--- src/rtl/brr_voice_bank.sv ---
// Time-multiplexed BRR (4-bit ADPCM) decoder: one frame per sample_tick, voices served
// in ascending order through a single shared 8-bit RAM read port.
module brr_voice_bank #(
    parameter int NUM_VOICES = 8,
    parameter int VIDX_W     = 3,
    parameter int PITCH_W    = 14
) (
    input  logic                     clock,
    input  logic                     reset,
    input  logic                     sample_tick,
    input  logic [NUM_VOICES-1:0]    key_on,
    input  logic [NUM_VOICES-1:0]    key_off,
    input  logic                     cfg_write,
    input  logic [VIDX_W-1:0]        cfg_voice,
    input  logic [15:0]              cfg_start_address,
    input  logic [15:0]              cfg_loop_address,
    input  logic [PITCH_W-1:0]       cfg_pitch,
    output logic [15:0]              ram_address,
    output logic                     ram_read_request,
    input  logic [7:0]               ram_data,
    input  logic                     ram_data_valid,
    output logic                     out_valid,
    output logic [VIDX_W-1:0]        out_voice,
    output logic signed [15:0]       out_sample,
    output logic [NUM_VOICES-1:0]    voice_active,
    output logic [NUM_VOICES-1:0]    reached_end,
    output logic                     frame_done,
    output logic                     busy,
    output logic                     overrun
);

    typedef enum logic [2:0] {
        S_IDLE, S_SLOT, S_ADVANCE, S_FETCH_HDR, S_FETCH_DATA, S_DECODE, S_EMIT, S_FRAME_DONE
    } state_e;

    state_e                 state_q, state_d;
    logic [VIDX_W-1:0]      vidx_q, vidx_d;
    logic [PITCH_W-1:0]     slot_pitch_q, slot_pitch_d;
    logic [7:0]             byte_q, byte_d;

    logic [15:0]            start_q [NUM_VOICES];
    logic [15:0]            start_d [NUM_VOICES];
    logic [15:0]            loop_q  [NUM_VOICES];
    logic [15:0]            loop_d  [NUM_VOICES];
    logic [PITCH_W-1:0]     pitch_q [NUM_VOICES];
    logic [PITCH_W-1:0]     pitch_d [NUM_VOICES];
    logic [15:0]            base_q  [NUM_VOICES];
    logic [15:0]            base_d  [NUM_VOICES];
    logic [7:0]             hdr_q   [NUM_VOICES];
    logic [7:0]             hdr_d   [NUM_VOICES];
    logic [3:0]             nib_q   [NUM_VOICES];
    logic [3:0]             nib_d   [NUM_VOICES];
    logic [14:0]            pos_q   [NUM_VOICES];
    logic [14:0]            pos_d   [NUM_VOICES];
    logic signed [15:0]     s1_q    [NUM_VOICES];
    logic signed [15:0]     s1_d    [NUM_VOICES];
    logic signed [15:0]     s2_q    [NUM_VOICES];
    logic signed [15:0]     s2_d    [NUM_VOICES];
    logic [NUM_VOICES-1:0]  hdr_ok_q, hdr_ok_d;
    logic [NUM_VOICES-1:0]  pend_on_q, pend_on_d;
    logic [NUM_VOICES-1:0]  pend_off_q, pend_off_d;
    logic [NUM_VOICES-1:0]  active_q, active_d;
    logic [NUM_VOICES-1:0]  end_q, end_d;

    logic [15:0]            addr_q, addr_d;
    logic                   req_q, req_d;
    logic                   out_valid_q, out_valid_d;
    logic [VIDX_W-1:0]      out_voice_q, out_voice_d;
    logic signed [15:0]     out_sample_q, out_sample_d;
    logic                   frame_done_q, frame_done_d;
    logic                   busy_q, busy_d;
    logic                   overrun_q, overrun_d;

    logic [14:0]            pos_sum_s;
    logic [14:0]            pos_rem_s;
    logic [3:0]             nibble_s;
    logic [15:0]            new_base_s;
    logic                   new_ok_s;
    logic                   stop_s;

    function automatic logic [15:0] data_addr(input logic [15:0] base, input logic [3:0] nib);
        return base + 16'd1 + {13'd0, nib[3:1]};
    endfunction

    function automatic logic signed [15:0] brr_decode(
        input logic [3:0]         nib,
        input logic [7:0]         hdr,
        input logic signed [15:0] p1,
        input logic signed [15:0] p2
    );
        logic signed [31:0] n32, r, a, b, acc;
        n32 = {{28{nib[3]}}, nib};
        a   = {{16{p1[15]}}, p1};
        b   = {{16{p2[15]}}, p2};
        if (hdr[7:4] <= 4'd12) begin
            r = (n32 <<< hdr[7:4]) >>> 1;
        end else begin
            r = nib[3] ? -32'sd2048 : 32'sd0;
        end
        case (hdr[3:2])
            2'd0:    acc = r;
            2'd1:    acc = r + a + ((-a) >>> 4);
            2'd2:    acc = r + (a <<< 1) + ((-(a * 32'sd3)) >>> 5) - b + (b >>> 4);
            2'd3:    acc = r + (a <<< 1) + ((-(a * 32'sd13)) >>> 6) - b + ((b * 32'sd3) >>> 4);
            default: acc = r;
        endcase
        if (acc > 32'sd32767) begin
            return 16'sh7FFF;
        end else if (acc < -32'sd32768) begin
            return 16'sh8000;
        end else begin
            return acc[15:0];
        end
    endfunction

    function automatic logic signed [15:0] interp(
        input logic signed [15:0] p1,
        input logic signed [15:0] p2,
        input logic [11:0]        frac
    );
        logic signed [31:0] w1, w2, e1, e2, acc;
        w1  = $signed({20'd0, frac});
        w2  = 32'sd4096 - w1;
        e1  = {{16{p1[15]}}, p1};
        e2  = {{16{p2[15]}}, p2};
        acc = (e2 * w2 + e1 * w1) >>> 12;
        return acc[15:0];
    endfunction

    // Next-state logic for the frame sequencer and all per-voice state.
    always_comb begin
        state_d      = state_q;
        vidx_d       = vidx_q;
        slot_pitch_d = slot_pitch_q;
        byte_d       = byte_q;
        start_d      = start_q;
        loop_d       = loop_q;
        pitch_d      = pitch_q;
        base_d       = base_q;
        hdr_d        = hdr_q;
        nib_d        = nib_q;
        pos_d        = pos_q;
        s1_d         = s1_q;
        s2_d         = s2_q;
        hdr_ok_d     = hdr_ok_q;
        pend_on_d    = pend_on_q;
        pend_off_d   = pend_off_q;
        active_d     = active_q;
        end_d        = end_q;
        addr_d       = addr_q;
        req_d        = req_q;
        out_valid_d  = 1'b0;
        out_voice_d  = out_voice_q;
        out_sample_d = out_sample_q;
        frame_done_d = 1'b0;
        busy_d       = busy_q;
        overrun_d    = overrun_q;
        pos_sum_s    = pos_q[vidx_q] + 15'(slot_pitch_q);
        pos_rem_s    = pos_q[vidx_q] - 15'd4096;
        nibble_s     = nib_q[vidx_q][0] ? byte_q[3:0] : byte_q[7:4];
        new_base_s   = base_q[vidx_q];
        new_ok_s     = hdr_ok_q[vidx_q];
        stop_s       = 1'b0;

        if (cfg_write) begin
            start_d[cfg_voice] = cfg_start_address;
            loop_d[cfg_voice]  = cfg_loop_address;
            pitch_d[cfg_voice] = cfg_pitch;
        end else begin
            start_d = start_q;
        end

        case (state_q)
            S_IDLE: begin
                if (sample_tick && !busy_q) begin
                    state_d = S_SLOT;
                    vidx_d  = '0;
                    busy_d  = 1'b1;
                end else begin
                    busy_d  = 1'b0;
                end
            end
            S_SLOT: begin
                slot_pitch_d         = pitch_q[vidx_q];
                pend_on_d[vidx_q]    = 1'b0;
                pend_off_d[vidx_q]   = 1'b0;
                if (pend_on_q[vidx_q]) begin
                    base_d[vidx_q]   = start_q[vidx_q];
                    nib_d[vidx_q]    = 4'd0;
                    pos_d[vidx_q]    = 15'd0;
                    s1_d[vidx_q]     = 16'sd0;
                    s2_d[vidx_q]     = 16'sd0;
                    hdr_ok_d[vidx_q] = 1'b0;
                    end_d[vidx_q]    = 1'b0;
                    active_d[vidx_q] = 1'b1;
                    state_d          = S_ADVANCE;
                end else if (pend_off_q[vidx_q]) begin
                    active_d[vidx_q] = 1'b0;
                    s1_d[vidx_q]     = 16'sd0;
                    s2_d[vidx_q]     = 16'sd0;
                    state_d          = S_EMIT;
                end else begin
                    state_d = active_q[vidx_q] ? S_ADVANCE : S_EMIT;
                end
            end
            S_ADVANCE: begin
                pos_d[vidx_q] = pos_sum_s;
                if (pos_sum_s < 15'd4096) begin
                    state_d = S_EMIT;
                end else if (!hdr_ok_q[vidx_q]) begin
                    state_d = S_FETCH_HDR;
                    addr_d  = base_q[vidx_q];
                    req_d   = 1'b1;
                end else begin
                    state_d = S_FETCH_DATA;
                    addr_d  = data_addr(base_q[vidx_q], nib_q[vidx_q]);
                    req_d   = 1'b1;
                end
            end
            S_FETCH_HDR: begin
                if (ram_data_valid) begin
                    hdr_d[vidx_q]    = ram_data;
                    hdr_ok_d[vidx_q] = 1'b1;
                    addr_d           = data_addr(base_q[vidx_q], nib_q[vidx_q]);
                    state_d          = S_FETCH_DATA;
                end else begin
                    state_d = S_FETCH_HDR;
                end
            end
            S_FETCH_DATA: begin
                if (ram_data_valid) begin
                    byte_d  = ram_data;
                    req_d   = 1'b0;
                    state_d = S_DECODE;
                end else begin
                    state_d = S_FETCH_DATA;
                end
            end
            S_DECODE: begin
                s2_d[vidx_q]  = s1_q[vidx_q];
                s1_d[vidx_q]  = brr_decode(nibble_s, hdr_q[vidx_q], s1_q[vidx_q], s2_q[vidx_q]);
                nib_d[vidx_q] = nib_q[vidx_q] + 4'd1;
                pos_d[vidx_q] = pos_rem_s;
                // Block end: continue to the next block, jump to the loop point, or stop.
                if (nib_q[vidx_q] == 4'd15) begin
                    if (!hdr_q[vidx_q][0]) begin
                        new_base_s = base_q[vidx_q] + 16'd9;
                        new_ok_s   = 1'b0;
                    end else if (hdr_q[vidx_q][1]) begin
                        end_d[vidx_q] = 1'b1;
                        new_base_s    = loop_q[vidx_q];
                        new_ok_s      = 1'b0;
                    end else begin
                        end_d[vidx_q]    = 1'b1;
                        active_d[vidx_q] = 1'b0;
                        s1_d[vidx_q]     = 16'sd0;
                        s2_d[vidx_q]     = 16'sd0;
                        stop_s           = 1'b1;
                    end
                end else begin
                    stop_s = 1'b0;
                end
                base_d[vidx_q]   = new_base_s;
                hdr_ok_d[vidx_q] = new_ok_s;
                if (stop_s || (pos_rem_s < 15'd4096)) begin
                    state_d = S_EMIT;
                end else if (!new_ok_s) begin
                    state_d = S_FETCH_HDR;
                    addr_d  = new_base_s;
                    req_d   = 1'b1;
                end else begin
                    state_d = S_FETCH_DATA;
                    addr_d  = data_addr(new_base_s, nib_q[vidx_q] + 4'd1);
                    req_d   = 1'b1;
                end
            end
            S_EMIT: begin
                out_valid_d  = 1'b1;
                out_voice_d  = vidx_q;
                out_sample_d = active_q[vidx_q]
                             ? interp(s1_q[vidx_q], s2_q[vidx_q], pos_q[vidx_q][11:0])
                             : 16'sd0;
                if (vidx_q == VIDX_W'(NUM_VOICES - 1)) begin
                    state_d = S_FRAME_DONE;
                end else begin
                    vidx_d  = vidx_q + VIDX_W'(1);
                    state_d = S_SLOT;
                end
            end
            S_FRAME_DONE: begin
                frame_done_d = 1'b1;
                state_d      = S_IDLE;
            end
            default: begin
                state_d = S_IDLE;
                req_d   = 1'b0;
            end
        endcase

        // Key-on beats a simultaneous key-off; new pulses survive the slot that clears them.
        pend_on_d  = pend_on_d | key_on;
        pend_off_d = pend_off_d | (key_off & ~key_on);
        if (sample_tick && busy_q) begin
            overrun_d = 1'b1;
        end else begin
            overrun_d = overrun_d;
        end
    end

    // State registers with synchronous reset.
    always_ff @(posedge clock) begin
        if (reset) begin
            state_q      <= S_IDLE;
            vidx_q       <= '0;
            slot_pitch_q <= '0;
            byte_q       <= 8'd0;
            for (int i = 0; i < NUM_VOICES; i++) begin
                start_q[i] <= 16'd0;
                loop_q[i]  <= 16'd0;
                pitch_q[i] <= '0;
                base_q[i]  <= 16'd0;
                hdr_q[i]   <= 8'd0;
                nib_q[i]   <= 4'd0;
                pos_q[i]   <= 15'd0;
                s1_q[i]    <= 16'sd0;
                s2_q[i]    <= 16'sd0;
            end
            hdr_ok_q     <= '0;
            pend_on_q    <= '0;
            pend_off_q   <= '0;
            active_q     <= '0;
            end_q        <= '0;
            addr_q       <= 16'd0;
            req_q        <= 1'b0;
            out_valid_q  <= 1'b0;
            out_voice_q  <= '0;
            out_sample_q <= 16'sd0;
            frame_done_q <= 1'b0;
            busy_q       <= 1'b0;
            overrun_q    <= 1'b0;
        end else begin
            state_q      <= state_d;
            vidx_q       <= vidx_d;
            slot_pitch_q <= slot_pitch_d;
            byte_q       <= byte_d;
            start_q      <= start_d;
            loop_q       <= loop_d;
            pitch_q      <= pitch_d;
            base_q       <= base_d;
            hdr_q        <= hdr_d;
            nib_q        <= nib_d;
            pos_q        <= pos_d;
            s1_q         <= s1_d;
            s2_q         <= s2_d;
            hdr_ok_q     <= hdr_ok_d;
            pend_on_q    <= pend_on_d;
            pend_off_q   <= pend_off_d;
            active_q     <= active_d;
            end_q        <= end_d;
            addr_q       <= addr_d;
            req_q        <= req_d;
            out_valid_q  <= out_valid_d;
            out_voice_q  <= out_voice_d;
            out_sample_q <= out_sample_d;
            frame_done_q <= frame_done_d;
            busy_q       <= busy_d;
            overrun_q    <= overrun_d;
        end
    end

    assign ram_address      = addr_q;
    assign ram_read_request = req_q;
    assign out_valid        = out_valid_q;
    assign out_voice        = out_voice_q;
    assign out_sample       = out_sample_q;
    assign voice_active     = active_q;
    assign reached_end      = end_q;
    assign frame_done       = frame_done_q;
    assign busy             = busy_q;
    assign overrun          = overrun_q;

endmodule

--- config.mk ---
export PLATFORM = sky130hd
export DESIGN_NAME = brr_voice_bank
export DESIGN_NICKNAME = d
export VERILOG_FILES = /design/src/rtl/brr_voice_bank.sv
export SDC_FILE = /design/constraint.sdc
export NUM_CORES = 2
export LEC_CHECK = 0
export ABC_CLOCK_PERIOD_IN_PS = 15200
export BUFFER_PORTS_ARGS = -buffer_cell sky130_fd_sc_hd__buf_2
export CAP_MARGIN = 20
export CORE_ASPECT_RATIO = 1.4
export CORE_UTILIZATION = 43
export DETAILED_ROUTE_END_ITERATION = 10
export SYNTH_ARGS = -nofsm -noshare
export SYNTH_HDL_FRONTEND = slang
export SYNTH_SLANG_ARGS = --single-unit
--- constraint.sdc ---
create_clock -name clock -period 15.2 [get_ports clock]
set_input_delay 1.52 -clock clock [delete_from_list [all_inputs] [get_ports clock]]
set_output_delay 1.52 -clock clock [all_outputs]
set_load 0.05 [all_outputs]
==> results.tsv <==
metric	value	unit
crit_path_end_kind	flip-flop	
cts_resized	0	
ys_types	114	
cap_violations	0	
cts_root_buf	clkbuf_16	
ys_ff_latch	1076	
yosys_warnings	0	
slew_viol_final	0	
drt-initial-drc-count	6177	
antenna_found_initial	27	
cpMaxStageDelayCell	dfxtp_4	
worst_pin_slew	1.31	ns
powerDensity	85.8	nW/um2
grt_pass1_vias	66500	
peakVddDrop	0.0000969	V
area_growth	9.03	%
syn_nets	9991	
drc	0	
leakagePower	0.0314	uW
num_vias	66100	
async_reset_ff_frac	0	
viasPerCell	5.92	
cp_slowest_stage_delay	0.73	ns
hold_viol	0	
io_buffer_count	133	
setup_ws	2.16	ns
track_usage	0.314	
clk_latency	0.78	ns
pre_cts_ws	2.04	ns
grt_pass1_wl	418000	um
initial_utilization	0.433	
crit_top_cell	ha_1	
routed_wl	279000	um
synth_edf_count	0	
cts_hold_buf	0	
final_nets	9813	
drtAntennaViolNets	0	
cts_tree	done	
path_max_fanout	34	
cts_buffers	110	
yosysSeqAreaShare	0.290	
clk_pin_slew_worst_paths	0.07	ns
finalSetupViolations	0	
clock_path_buffers	3	
hold_path.class	reg -> reg	
wl_per_cell	25.0	um
clock_sinks	1076	
post-route-period-util	0.858	
postCtsSetupBuffers	0	
fmax	76.7	MHz
crit_path_start_kind	flip-flop	
rrSetupSlack	2.16	ns
synthCells	8975	
h-tree-depth	3	
crit_type	reg -> reg	
status	finished clean	
firstDrtPassIters	7	
fin_tns_setup	0	ns
grt_max_degree	235	
fp.dieH	494	um
rows	180	
globalplace.congestion	0.961	
netlist_area	74300	um2
skew	0.0478	ns
die_w	353	um
arrival	13.74	ns
rsz0062_at_grt	no	
synth.avg_cell_area	8.28	um2
dp_hpwl	196000	um
cp.required	15.91	ns
io_pins	134	
fin_crit	13.04	ns
dieArea	175000	um2
drive_above_1_share	0.0889	
core	172000	um2
grt_overflow	0	
relSlewSlack	0.127	
synthFlopType	dfxtp_1	
[kinds of logic after synthesis]
logic type | share of synthesized area
compound gates | 0.198
buf+inv | 0.0731
simple gates | 0.165
mux | 0.0330
xor+xnor | 0.0279
fa+ha+maj | 0.214
flops | 0.290
[stage by stage]
step	hold slack (ns)	instance area [um2]	power, uW	util	std cells
after global placement	0.430	77200	4130	0.449	11000
after CTS	0.451	80900	6960	0.471	11200
after detailed placement	0.443	77200	4140	0.449	11000
after global routing	0.468	81000	7190	0.472	11200
final	0.449	81100	6960	0.472	11200
after floorplan	0.424	74300	3760	-	8975
[state kept, by name, indices dropped and copies added, names as in the netlist, 3 cells and up, named ones only]
register,flops
pitch_q,112
byte_q,8
base_q,128
pend_off_q,8
pos_q,120
slot_pitch_q,14
state_q,3
ram_address,16
out_sample,16
nib_q,32
s2_q,128
s1_q,128
vidx_q,3
loop_q,128
out_voice,3
start_q,128
hdr_ok_q,8
hdr_q,64
pend_on_q,8
[cell type report]
type | instances | area, um2
Fill cell | 16800 | 90800
Clock inverter | 45 | 556
Sequential cell | 1076 | 21600
Inverter | 743 | 2790
Tap cell | 2275 | 2850
Timing Repair Buffer | 342 | 2370
Clock buffer | 159 | 3200
Antenna cell | 6 | 15.0
Multi-Input combinational cell | 6524 | 47700
[Yosys cell counts (43+ instances only)]
cell type	n	share of area
a211oi_1	194	0.020
a21o_1	71	0.0072
a21oi_1	876	0.059
a221oi_1	79	0.0093
a22o_1	81	0.0095
a22oi_1	355	0.036
and2_1	57	0.0048
and3_1	43	0.0036
buf_1	59	0.0030
clkbuf_1	468	0.024
clkbuf_2	46	0.0031
dfxtp_1	1076	0.29
fa_1	550	0.15
ha_1	388	0.065
inv_1	735	0.037
mux2_2	58	0.0088
mux2i_1	65	0.0088
mux4_2	48	0.015
nand2_1	1742	0.088
nand3_1	83	0.0056
nor2_1	704	0.036
nor2b_1	52	0.0044
nor3_1	62	0.0042
o21ai_0	168	0.011
o22ai_1	43	0.0036
xnor2_1	167	0.020
xor2_1	70	0.0082
[layout by cell type (no fill, tap or decap), types with 71 or more instances in the layout]
cell type	instances
nand2_1	1738
dfxtp_1	1073
a21oi_1	868
inv_1	733
nor2_1	667
fa_1	550
ha_1	388
a22oi_1	355
buf_4	199
a211oi_1	192
o21ai_0	168
xnor2_1	163
buf_2	132
clkbuf_16	111
a22o_1	81
a221oi_1	79
nand3_1	79
a21o_1	71
[per-layer routing]
metal / track usage / wire length, um / part of all wire / vias to the layer above
met5: 0 / 187 / 0.00067 / -
met1: 0.364 / 105000 / 0.38 / 32400
met2: 0.538 / 135000 / 0.48 / 2866
met4: 0.199 / 19600 / 0.070 / 30
met3: 0.0500 / 19900 / 0.071 / 758
li1: - / - / - / 30000
[where the power goes]
| group | internal [uW] | leakage [uW] | switching (uW) |
|---|---|---|---|
| clock network | 1590 | 0.00184 | 1260 |
| registers | 2860 | 0.00869 | 43.1 |
| logic | 388 | 0.0209 | 812 |
[worst max-delay path: cells and delay by family (launching register included)]
| kind | cells | cell delay (ns) |
|---|---|---|
| adder cells (fa/ha/maj) | 8 | 2.97 |
| flip-flops | 1 | 0.73 |
| buffers and inverters | 3 | 0.83 |
| XOR/XNOR | 2 | 0.30 |
| AO/OA/AOI/OAI | 16 | 4.69 |
| AND/OR/NAND/NOR | 11 | 3.37 |
[path summary, 6_finish.rpt]
kind / startpoint / end / cells after the start
max: vidx_q[0] / s1_q[36] / 40
min: base_q[115] / base_q[115] / 2
max reg2reg: vidx_q[0] / s1_q[36] / 40
min reg2reg: base_q[115] / base_q[115] / 2
(Power assumes the default switching activity.)
